File: config.mk
export PLATFORM = sky130hd
export DESIGN_NAME = nn_fc_layer_engine
export DESIGN_NICKNAME = d
export VERILOG_FILES = /design/src/rtl/nn_pkg.sv /design/src/rtl/nn_mac_act.sv /design/src/rtl/nn_fc_layer_engine.sv
export SDC_FILE = /design/constraint.sdc
export NUM_CORES = 2
export LEC_CHECK = 0
export CAP_MARGIN = 0
export CORE_AREA = 2 2 175 262
export CTS_CLUSTER_SIZE = 12
export DETAILED_ROUTE_END_ITERATION = 10
export DIE_AREA = 0 0 177 264
export PLACE_DENSITY_LB_ADDON = 0.15
export SYNTH_ARGS = -nofsm -noshare
export SYNTH_HDL_FRONTEND = slang
export SYNTH_SLANG_ARGS = --single-unit
File: constraint.sdc
create_clock -name clk -period 21.4 [get_ports clk]
set_clock_uncertainty 0.2 [all_clocks]
set_input_delay 2.14 -clock clk [delete_from_list [all_inputs] [get_ports clk]]
set_output_delay 2.14 -clock clk [all_outputs]
set_load 0.05 [all_outputs]
File: src/rtl/nn_pkg.sv
// Shared definitions for the fully-connected layer engine: activation codes,
// FSM encoding and the saturation helper.
package nn_pkg;

    localparam int DW_DEF   = 16;
    localparam int FRAC_DEF = 8;

    localparam logic [1:0] ACT_NONE = 2'd0;
    localparam logic [1:0] ACT_RELU = 2'd1;
    localparam logic [1:0] ACT_HSIG = 2'd2;

    typedef enum logic [2:0] {
        ST_IDLE  = 3'd0,
        ST_FETCH = 3'd1,
        ST_DRAIN = 3'd2,
        ST_ACT   = 3'd3,
        ST_DONE  = 3'd4
    } state_t;

    // Returns {above_max, below_min} for a signed value against a w-bit signed range.
    function automatic logic [1:0] sat_flags(input logic signed [63:0] x, input int w);
        logic signed [63:0] hi;
        logic signed [63:0] lo;
        hi = (64'sd1 <<< (w - 1)) - 64'sd1;
        lo = -(64'sd1 <<< (w - 1));
        return {x > hi, x < lo};
    endfunction

endpackage

File: src/rtl/nn_mac_act.sv
// Signed MAC accumulator with bias alignment, rescale, saturation and activation.
// Result is combinational from the accumulator; accumulate/clear take effect on the next edge.
module nn_mac_act
    import nn_pkg::*;
#(
    parameter int DW    = DW_DEF,
    parameter int FRAC  = FRAC_DEF,
    parameter int ACC_W = 48
) (
    input  logic          clk,
    input  logic          rst,
    input  logic          clr,
    input  logic          mac_en,
    input  logic          bias_en,
    input  logic [DW-1:0] in_data,
    input  logic [DW-1:0] w_data,
    input  logic [1:0]    act_mode,
    output logic [DW-1:0] result
);

    localparam logic signed [DW+1:0] HALF = (DW+2)'(1) <<< (FRAC - 1);
    localparam logic signed [DW+1:0] ONE  = (DW+2)'(1) <<< FRAC;
    localparam logic signed [DW-1:0] Y_MAX = {1'b0, {(DW-1){1'b1}}};
    localparam logic signed [DW-1:0] Y_MIN = {1'b1, {(DW-1){1'b0}}};

    logic signed [ACC_W-1:0] acc_q, acc_d;
    logic signed [2*DW-1:0]  prod;
    logic signed [ACC_W-1:0] prod_ext;
    logic signed [ACC_W-1:0] bias_ext;
    logic signed [ACC_W-1:0] acc_shr;
    logic [1:0]              ovf;
    logic signed [DW-1:0]    y_sat;
    logic signed [DW+1:0]    hs;

    assign prod     = $signed(in_data) * $signed(w_data);
    assign prod_ext = ACC_W'(prod);
    // Bias is stored in the same Q format as activations, so align it to the product scale.
    assign bias_ext = ACC_W'($signed(w_data)) <<< FRAC;

    always_comb begin
        acc_d = acc_q;
        if (clr) begin
            acc_d = '0;
        end else if (mac_en) begin
            acc_d = acc_q + prod_ext;
        end else if (bias_en) begin
            acc_d = acc_q + bias_ext;
        end
    end

    always_ff @(posedge clk or posedge rst) begin
        if (rst) begin
            acc_q <= '0;
        end else begin
            acc_q <= acc_d;
        end
    end

    assign acc_shr = acc_q >>> FRAC;
    assign ovf     = sat_flags(64'(acc_shr), DW);

    always_comb begin
        y_sat = $signed(acc_shr[DW-1:0]);
        if (ovf[1]) begin
            y_sat = Y_MAX;
        end else if (ovf[0]) begin
            y_sat = Y_MIN;
        end
    end

    assign hs = (DW+2)'(y_sat >>> 2) + HALF;

    always_comb begin
        result = y_sat;
        case (act_mode)
            ACT_RELU: begin
                if (y_sat[DW-1]) begin
                    result = '0;
                end
            end
            ACT_HSIG: begin
                if (hs < 0) begin
                    result = '0;
                end else if (hs > ONE) begin
                    result = ONE[DW-1:0];
                end else begin
                    result = hs[DW-1:0];
                end
            end
            default: result = y_sat;
        endcase
    end

endmodule

File: src/rtl/nn_fc_layer_engine.sv
// Fully-connected layer: streams activations and weight rows from synchronous ROMs through one MAC.
// done pulses NUM_OUT*(NUM_IN+3)+1 cycles after start is accepted; start is ignored unless idle.
module nn_fc_layer_engine
    import nn_pkg::*;
#(
    parameter int DW      = DW_DEF,
    parameter int FRAC    = FRAC_DEF,
    parameter int AW      = 17,
    parameter int NUM_IN  = 784,
    parameter int NUM_OUT = 10,
    parameter int ACC_W   = 48
) (
    input  logic                  clk,
    input  logic                  rst,
    input  logic                  start,
    input  logic [1:0]            act_mode,
    input  logic [AW-1:0]         in_base,
    input  logic [AW-1:0]         w_base,
    output logic [AW-1:0]         addr_in,
    input  logic [DW-1:0]         in_data,
    output logic [AW-1:0]         addr_w,
    input  logic [DW-1:0]         w_data,
    output logic                  busy,
    output logic                  done,
    output logic                  out_valid,
    output logic [NUM_OUT*DW-1:0] out_flat
);

    localparam int IW = $clog2(NUM_IN + 1);
    localparam int NW = $clog2(NUM_OUT + 1);

    state_t               state_q, state_d;
    logic [IW-1:0]        i_q, i_d;
    logic [NW-1:0]        n_q, n_d;
    logic [AW-1:0]        addr_in_q, addr_in_d;
    logic [AW-1:0]        addr_w_q, addr_w_d;
    logic [AW-1:0]        in_base_q, in_base_d;
    logic [1:0]           mode_q, mode_d;
    logic                 busy_q, busy_d;
    logic                 done_q, done_d;
    logic                 valid_q, valid_d;
    logic [NUM_OUT*DW-1:0] out_q;

    logic                 mac_en;
    logic                 bias_en;
    logic                 acc_clr;
    logic                 out_we;
    logic [DW-1:0]        act_res;

    always_comb begin
        state_d   = state_q;
        i_d       = i_q;
        n_d       = n_q;
        addr_in_d = addr_in_q;
        addr_w_d  = addr_w_q;
        in_base_d = in_base_q;
        mode_d    = mode_q;
        busy_d    = busy_q;
        done_d    = 1'b0;
        valid_d   = valid_q;
        mac_en    = 1'b0;
        bias_en   = 1'b0;
        acc_clr   = 1'b0;
        out_we    = 1'b0;

        case (state_q)
            ST_IDLE: begin
                // done_q marks the completion cycle, in which a new start is not taken.
                if (start && !done_q) begin
                    state_d   = ST_FETCH;
                    i_d       = '0;
                    n_d       = '0;
                    addr_in_d = in_base;
                    addr_w_d  = w_base;
                    in_base_d = in_base;
                    mode_d    = act_mode;
                    busy_d    = 1'b1;
                    valid_d   = 1'b0;
                    acc_clr   = 1'b1;
                end
            end
            ST_FETCH: begin
                // ROM data lags the address by one cycle, so slot 0 has nothing to accumulate yet.
                mac_en = (i_q != '0);
                if (int'(i_q) == NUM_IN) begin
                    state_d = ST_DRAIN;
                end else begin
                    i_d      = i_q + 1'b1;
                    addr_w_d = addr_w_q + 1'b1;
                    if (int'(i_q) + 1 < NUM_IN) begin
                        addr_in_d = addr_in_q + 1'b1;
                    end
                end
            end
            ST_DRAIN: begin
                bias_en = 1'b1;
                state_d = ST_ACT;
            end
            ST_ACT: begin
                out_we  = 1'b1;
                acc_clr = 1'b1;
                if (int'(n_q) == NUM_OUT - 1) begin
                    state_d = ST_DONE;
                end else begin
                    state_d   = ST_FETCH;
                    n_d       = n_q + 1'b1;
                    i_d       = '0;
                    addr_w_d  = addr_w_q + 1'b1;
                    addr_in_d = in_base_q;
                end
            end
            ST_DONE: begin
                state_d = ST_IDLE;
                done_d  = 1'b1;
                busy_d  = 1'b0;
                valid_d = 1'b1;
            end
            default: state_d = ST_IDLE;
        endcase
    end

    always_ff @(posedge clk or posedge rst) begin
        if (rst) begin
            state_q   <= ST_IDLE;
            i_q       <= '0;
            n_q       <= '0;
            addr_in_q <= '0;
            addr_w_q  <= '0;
            in_base_q <= '0;
            mode_q    <= ACT_NONE;
            busy_q    <= 1'b0;
            done_q    <= 1'b0;
            valid_q   <= 1'b0;
        end else begin
            state_q   <= state_d;
            i_q       <= i_d;
            n_q       <= n_d;
            addr_in_q <= addr_in_d;
            addr_w_q  <= addr_w_d;
            in_base_q <= in_base_d;
            mode_q    <= mode_d;
            busy_q    <= busy_d;
            done_q    <= done_d;
            valid_q   <= valid_d;
        end
    end

    always_ff @(posedge clk or posedge rst) begin
        if (rst) begin
            out_q <= '0;
        end else if (out_we) begin
            out_q[int'(n_q)*DW +: DW] <= act_res;
        end
    end

    nn_mac_act #(
        .DW    (DW),
        .FRAC  (FRAC),
        .ACC_W (ACC_W)
    ) u_mac_act (
        .clk      (clk),
        .rst      (rst),
        .clr      (acc_clr),
        .mac_en   (mac_en),
        .bias_en  (bias_en),
        .in_data  (in_data),
        .w_data   (w_data),
        .act_mode (mode_q),
        .result   (act_res)
    );

    assign addr_in   = addr_in_q;
    assign addr_w    = addr_w_q;
    assign busy      = busy_q;
    assign done      = done_q;
    assign out_valid = valid_q;
    assign out_flat  = out_q;

endmodule

* After elaboration in Yosys (flattened, before gate mapping)
Cells that the tools add are included.
Storage, ports and cells: register bits 281, bits in latches 0, RAM bits 0, ROM bits 0, input port bits 71, output and inout bits 197, logic and storage cells 96, memories kept 0
Operators by class: $add $sub $neg 9, multipliers 1, divide/modulo/power cells 0, order comparisons 5, eq/ne operators 13, shifts and indexed selects 2, multiplexer cells 40, bitwise operators 0, reduce and logical (&&, ||, !) cells 14
Operators by type and width (count):
- $bwmux W160 | 1
- $shift A16 B33 Y160 const A | 1
- $shiftx A16 B33 Y160 | 1
- $mux W48 | 3
- $mux W17 | 7
- $pmux W17 S3 | 2
- $mux W16 | 4
- $add A48 B24 Y48 | 1
- $add A48 B32 Y48 | 1
- $gt A40 B16 Y1 const B | 1
- $lt A40 B16 Y1 const B | 1
- $add A17 B1 Y17 const B | 2
- $neg A8 Y33 | 1
- $mul A16 B16 Y32 | 1
- $pmux W16 S2 | 1
- $mux W10 | 3
- $pmux W10 S3 | 1
- $add A14 B9 Y15 const B | 1
- $gt A15 B10 Y1 const B | 1
- $lt A15 B1 Y1 const B | 1
- $mux W15 | 1
- $pmux W3 S4 | 1
- $add A10 B1 Y11 const B | 1
- $lt A11 B10 Y1 const B | 1
- 25 further kinds | 45

* Logic depth before layout (Yosys ltp)
depth in word-level cells 10, depth in mapped cells 26, mapped depth without buffers 25

* By module
Synthesis repeated with hierarchy kept, for this count alone.
Unflattened totals: cells, all modules 3160, area, all modules 28950.3 µm²
Modules (own cells, without submodules):
- nn_mac_act | instances 1, cells each 2137, area each 18763.0 µm², sequential area each 1201.2 µm²
- nn_fc_layer_engine | instances 1, cells each 1023, area each 10187.3 µm², sequential area each 5830.6 µm²

* Least setup slack after synthesis
Ideal clock, no wire load.
path kind input to register, start point input port w_data[1], end point register u_mac_act.acc_q[46], setup time 95 ps, arrival time 8669 ps, data required time 21105 ps, path slack 12436 ps, stages on the path 24, path buffers 1, cells stage by stage clkbuf_1 nand2_1 inv_1 fa_1 inv_1 fa_1 fa_1 fa_1 inv_1 fa_1 inv_1 fa_1 inv_1 ha_1 a21o_1 a21o_1 a21o_1 nor2b_1 o21ai_0 a21oi_1 nand2b_1 mux2i_1 o21a_1 o31ai_1
On the way: cells in the longest elaborated chain, start to end 4, elaborated cells on any way between the ends 6, those cells by class add/sub: 2; mul: 1; mux: 3
RTL lines:
- start, declared | line nn_fc_layer_engine.sv:22 | input logic [DW-1:0] w_data,
- $mul A16 B16 Y32 or $add A48 B24 Y48 (tied branches) | line nn_mac_act.sv:35, nn_mac_act.sv:47
- $add A48 B32 Y48 or $mux W48 (tied branches) | line nn_mac_act.sv:45, nn_mac_act.sv:46
- $mux W48 (*) | line nn_mac_act.sv:44 | end else if (mac_en) begin
- $mux W48 (*) | line nn_mac_act.sv:42 | if (clr) begin
- end signal, assigned | line nn_mac_act.sv:53 | acc_q <= '0;
- end signal, assigned | line nn_mac_act.sv:55 | acc_q <= acc_d;
- end, declared | line nn_mac_act.sv:26 | logic signed [ACC_W-1:0] acc_q, acc_d;
Every way passes the cells marked *; elsewhere a longest branch is shown, timed or not. The select of a mux whose other input is x is not followed. A chain may end at the register's enable or synchronous reset.

* Worst setup path after layout
start point input port w_data[3], end point register u_mac_act.acc_q[40]
Same word-level chain as after synthesis.

==> metrics.md <==
| Metric | Value |
|---|---|
| Setup crit start kind | `primary input` |
| FMAX | `101 MHz` |
| Inserted Clock Buffers | `30` |
| Clock Sink Count | `roughly 280` |
| Cts repair resizes | `0` |
| Vias in the first global route | `24,300` |
| Root Driver | `clkbuf_16` |
| Synth Flop Type | `dfrtp_1` |
| Crit share post-route | `0.461` |
| # DRC | `0` |
| Least-Margin Pin Slew | `~1200 ps` |
| # IOs | `about 270` |
| Warnings from Yosys | `0` |
| Clk_lat worst skew | `between 500 and 600 ps` |
| Worst-path fanout max | `17` |
| Netlist cell types | `77` |
| DR vias/cell | `between 5 and 6` |
| Multi-input gate area | `between 15,000 and 20,000 µm²` |
| Avg Inst Size Synth | `9.33 µm²` |
| Critical Path Sink Type | `flop` |
| Setup TNS | `0 ps` |
| Nets@finish | `between 3,000 and 4,000` |
| GRT overflow | `0` |
| Critical path class | `primary input to flop` |
| Slew headroom | `0.183` |
| Post-CTS setup buffers | `0` |
| CTS Buffer Depth | `3` |
| CP peak stage delay | `between 900 and 1000 ps` |
| HPWL after DPL | `between 60 and 70 mm` |
| Antenna violations before repair | `2` |
| # fillers | `3,361` |
| Initial cell density of the core | `0.630` |
| Cts hold-fix bufs | `0` |
| Placement Rows | `between 90 and 100` |
| Placed cell areas | `around 31,000 µm²` |
| N_diodes | `0` |
| Syn Nets | `roughly 3,600` |
| ANT nets after route | `0` |
| H-Tree Depth | `1` |
| Share of layout cells above drive strength 1 | `0.0545` |
| Die Height | `roughly 260 µm` |
| Largest net degree at the start of global routing | `145` |
| RSZ-0062 raised after global routing | `no` |
| Critical-path cell list | `clkdlybuf4s50_1, and2_1, fa_2, inv_1, fa_1, fa_1, inv_1, fa_1, fa_1, inv_1, fa_1, inv_1, ha_1, nand2_1, nor2_1, nand2_1, or4_1, a31oi_1, o221ai_1, o21ai_0, o41ai_1, xnor2_1, a221o_1` |
| CTS clk-pin slew, worst paths | `approximately 60 ps` |
| Final instance area | `between 30,000 and 40,000 µm²` |
| Hold crit path type | `flop to flop` |
| Vias | `roughly 23,000` |
| Die W | `177 µm` |
| IO buf count | `267` |
| Area delta synth->final | `14.5%` |
| Die Area | `46,700 µm²` |
| CTS tree | `done` |
| Pins Over Slew Limit | `0` |
| Endpoints failing setup | `0` |
| Count of final hold-check violations | `0` |
| Post-synth EDFFs | `0` |
| Ys async rst share | `1.00` |
| Family with the most delay on the worst path | `adder cells` |
| Core area | `44,600 µm²` |
| Critical Path RT | `around 22,000 ps` |
| Worst path most repeated cell | `fa_1` |
| Initial drt markers | `around 1,600` |
| WP buf/inv | `5` |
| DR WL/cell | `slightly above 20 µm` |
| Cells after Synth | `3,011` |
| GP Congestion | `approximately 0.93` |
| Arrival time worst endpoint | `roughly 10,000 ps` |
| DRT Wirelength | `approximately 79 mm` |
| First-pass GRT wire length | `129 mm` |
| Total track usage | `0.351` |
| Seq/Total Area, Yosys | `0.250` |
| Mapped Area | `28,100 µm²` |
| Max-cap violations | `0` |
| TritonRoute pass-1 iters | `8` |
| Sequential cell area | `around 7000 µm²` |
| Crit path time final | `between 9000 and 10,000 ps` |
| Status | `finished clean` |
| Slowest CP cell | `fa_1` |
| Flop and latch count out of synthesis | `~280` |
-- Yosys cell counts, drive strengths merged, types with 3 or more instances --
master  number  area [µm²]
inv        496        1860
clkbuf      98         408
nor4        11        68.8
dfrtp      281        7030
a21boi       3        22.5
o211ai       6        45.0
mux2i        9        90.1
a211oi       8        60.1
o21bai      16         120
a21oi      152         768
a22o         8        73.8
nand4       28         175
a31oi       11        68.8
nor3b        9        67.6
nand2b      17         106
ha         181        2260
nand2      378        1420
o41ai        5        43.8
a32oi        3        26.3
o221ai      11        96.3
or4          5        37.5
or3          7        43.8
nor2       127         477
xor2        36         315
o21a        13         105
and4         6        52.6
a21o        34         255
a221oi      10        87.6
xnor2       53         464
o311ai      12         105
buf         10        63.8
o22ai       20         125
a22oi       20         150
nor3        18        90.1
and2       137         860
o31ai       21         158
nor2b        7        43.8
or2          6        37.5
nand3       41         205
a221o        4        40.0
mux2        73         822
a211o        5        43.8
and3        20         125
o21ai      205        1030
fa         363        7270
-- through the flow --
| stage | setup slack [ps] | std cells | hold WS (ps) | util |
|---|---|---|---|---|
| after floorplan | 11310 | 3011 | 237 | - |
| final | 11520 | 3829 | 276 | 0.722 |
| after detailed placement | 10990 | 3780 | 263 | 0.701 |
| after CTS | 11540 | 3829 | 278 | 0.722 |
| after global placement | 11180 | 3780 | 249 | 0.701 |
| after global routing | 11110 | 3829 | 306 | 0.722 |
-- sequential cells by signal, summed over array words and instances (netlist names), 3 cells and up --
name	flops
addr_in	17
addr_w	17
i_q	10
in_base_q	17
n_q	4
out_flat	160
state_q	3
u_mac_act.acc_q	48
-- cell usage in the layout (no fill, tap or decap), types with 127 or more instances in the layout --
master and count:
a21oi_1 150, and2_1 135, clkdlybuf4s50_1 267, dfrtp_1 281, fa_1 362, ha_1 181
inv_1 495, nand2_1 376, nor2_1 127, o21ai_0 200
-- path summary, 6_finish.rpt --
path	startpoint	to	slack (ps)	cells after the start
min in group asynchronous	rst	addr_w[16]	2000	2
worst max register to register	u_mac_act.acc_q[12]	u_mac_act.acc_q[40]	14910	18
worst max-delay path	w_data[3]	u_mac_act.acc_q[40]	11520	23
max in group asynchronous	rst	out_flat[54]	17440	3
worst min-delay path	in_base_q[6]	in_base_q[6]	280	2
worst min register to register	in_base_q[6]	in_base_q[6]	280	2
-- cell families (layout without fill, tap and decap cells) --
logic type | count (synthesis) | count (layout) | synth area share
AO/OA/AOI/OAI | 585 | 585 | 0.129
XOR/XNOR | 89 | 89 | 0.0277
adder cells (fa/ha/maj) | 544 | 544 | 0.339
buffers and inverters | 604 | 840 | 0.0830
flip-flops | 281 | 281 | 0.250
multiplexers | 82 | 82 | 0.0325
AND/OR/NAND/NOR | 826 | 826 | 0.139
-- cell type report --
| class | count | area share |
|---|---|---|
| clock inverters | 7 | 0.00218 |
| repair buffers | 295 | 0.0896 |
| well taps | 582 | 0.0226 |
| flip-flops and latches | 281 | 0.219 |
| multi-input cells | 2126 | 0.583 |
| inverters | 496 | 0.0581 |
| clock buffers | 42 | 0.0263 |
-- layer usage --
layer	vias up	track usage	routed length, µm
met3	253	0.0466	4300
li1	10200	-	-
met5	-	0	23
met1	11500	0.419	28500
met4	4	0.160	4350
met2	869	0.626	41600
-- worst register-to-register path: stages (launching register included) --
cell      delay, ps
dfrtp_1         490
ha_1            370
fa_1            540
fa_1            440
fa_1            500
inv_1            60
fa_1            540
inv_1            40
ha_1            340
nand4_1         160
nor4_1          300
a221oi_1        220
or4_1           580
a31oi_1         350
o221ai_1        270
o21ai_0         420
o41ai_1         130
xnor2_1         140
a221o_1         290
Power is left out: the tool's default activity adds up to more than one toggle a clock period on the data nets, which glitch-free logic cannot reach.
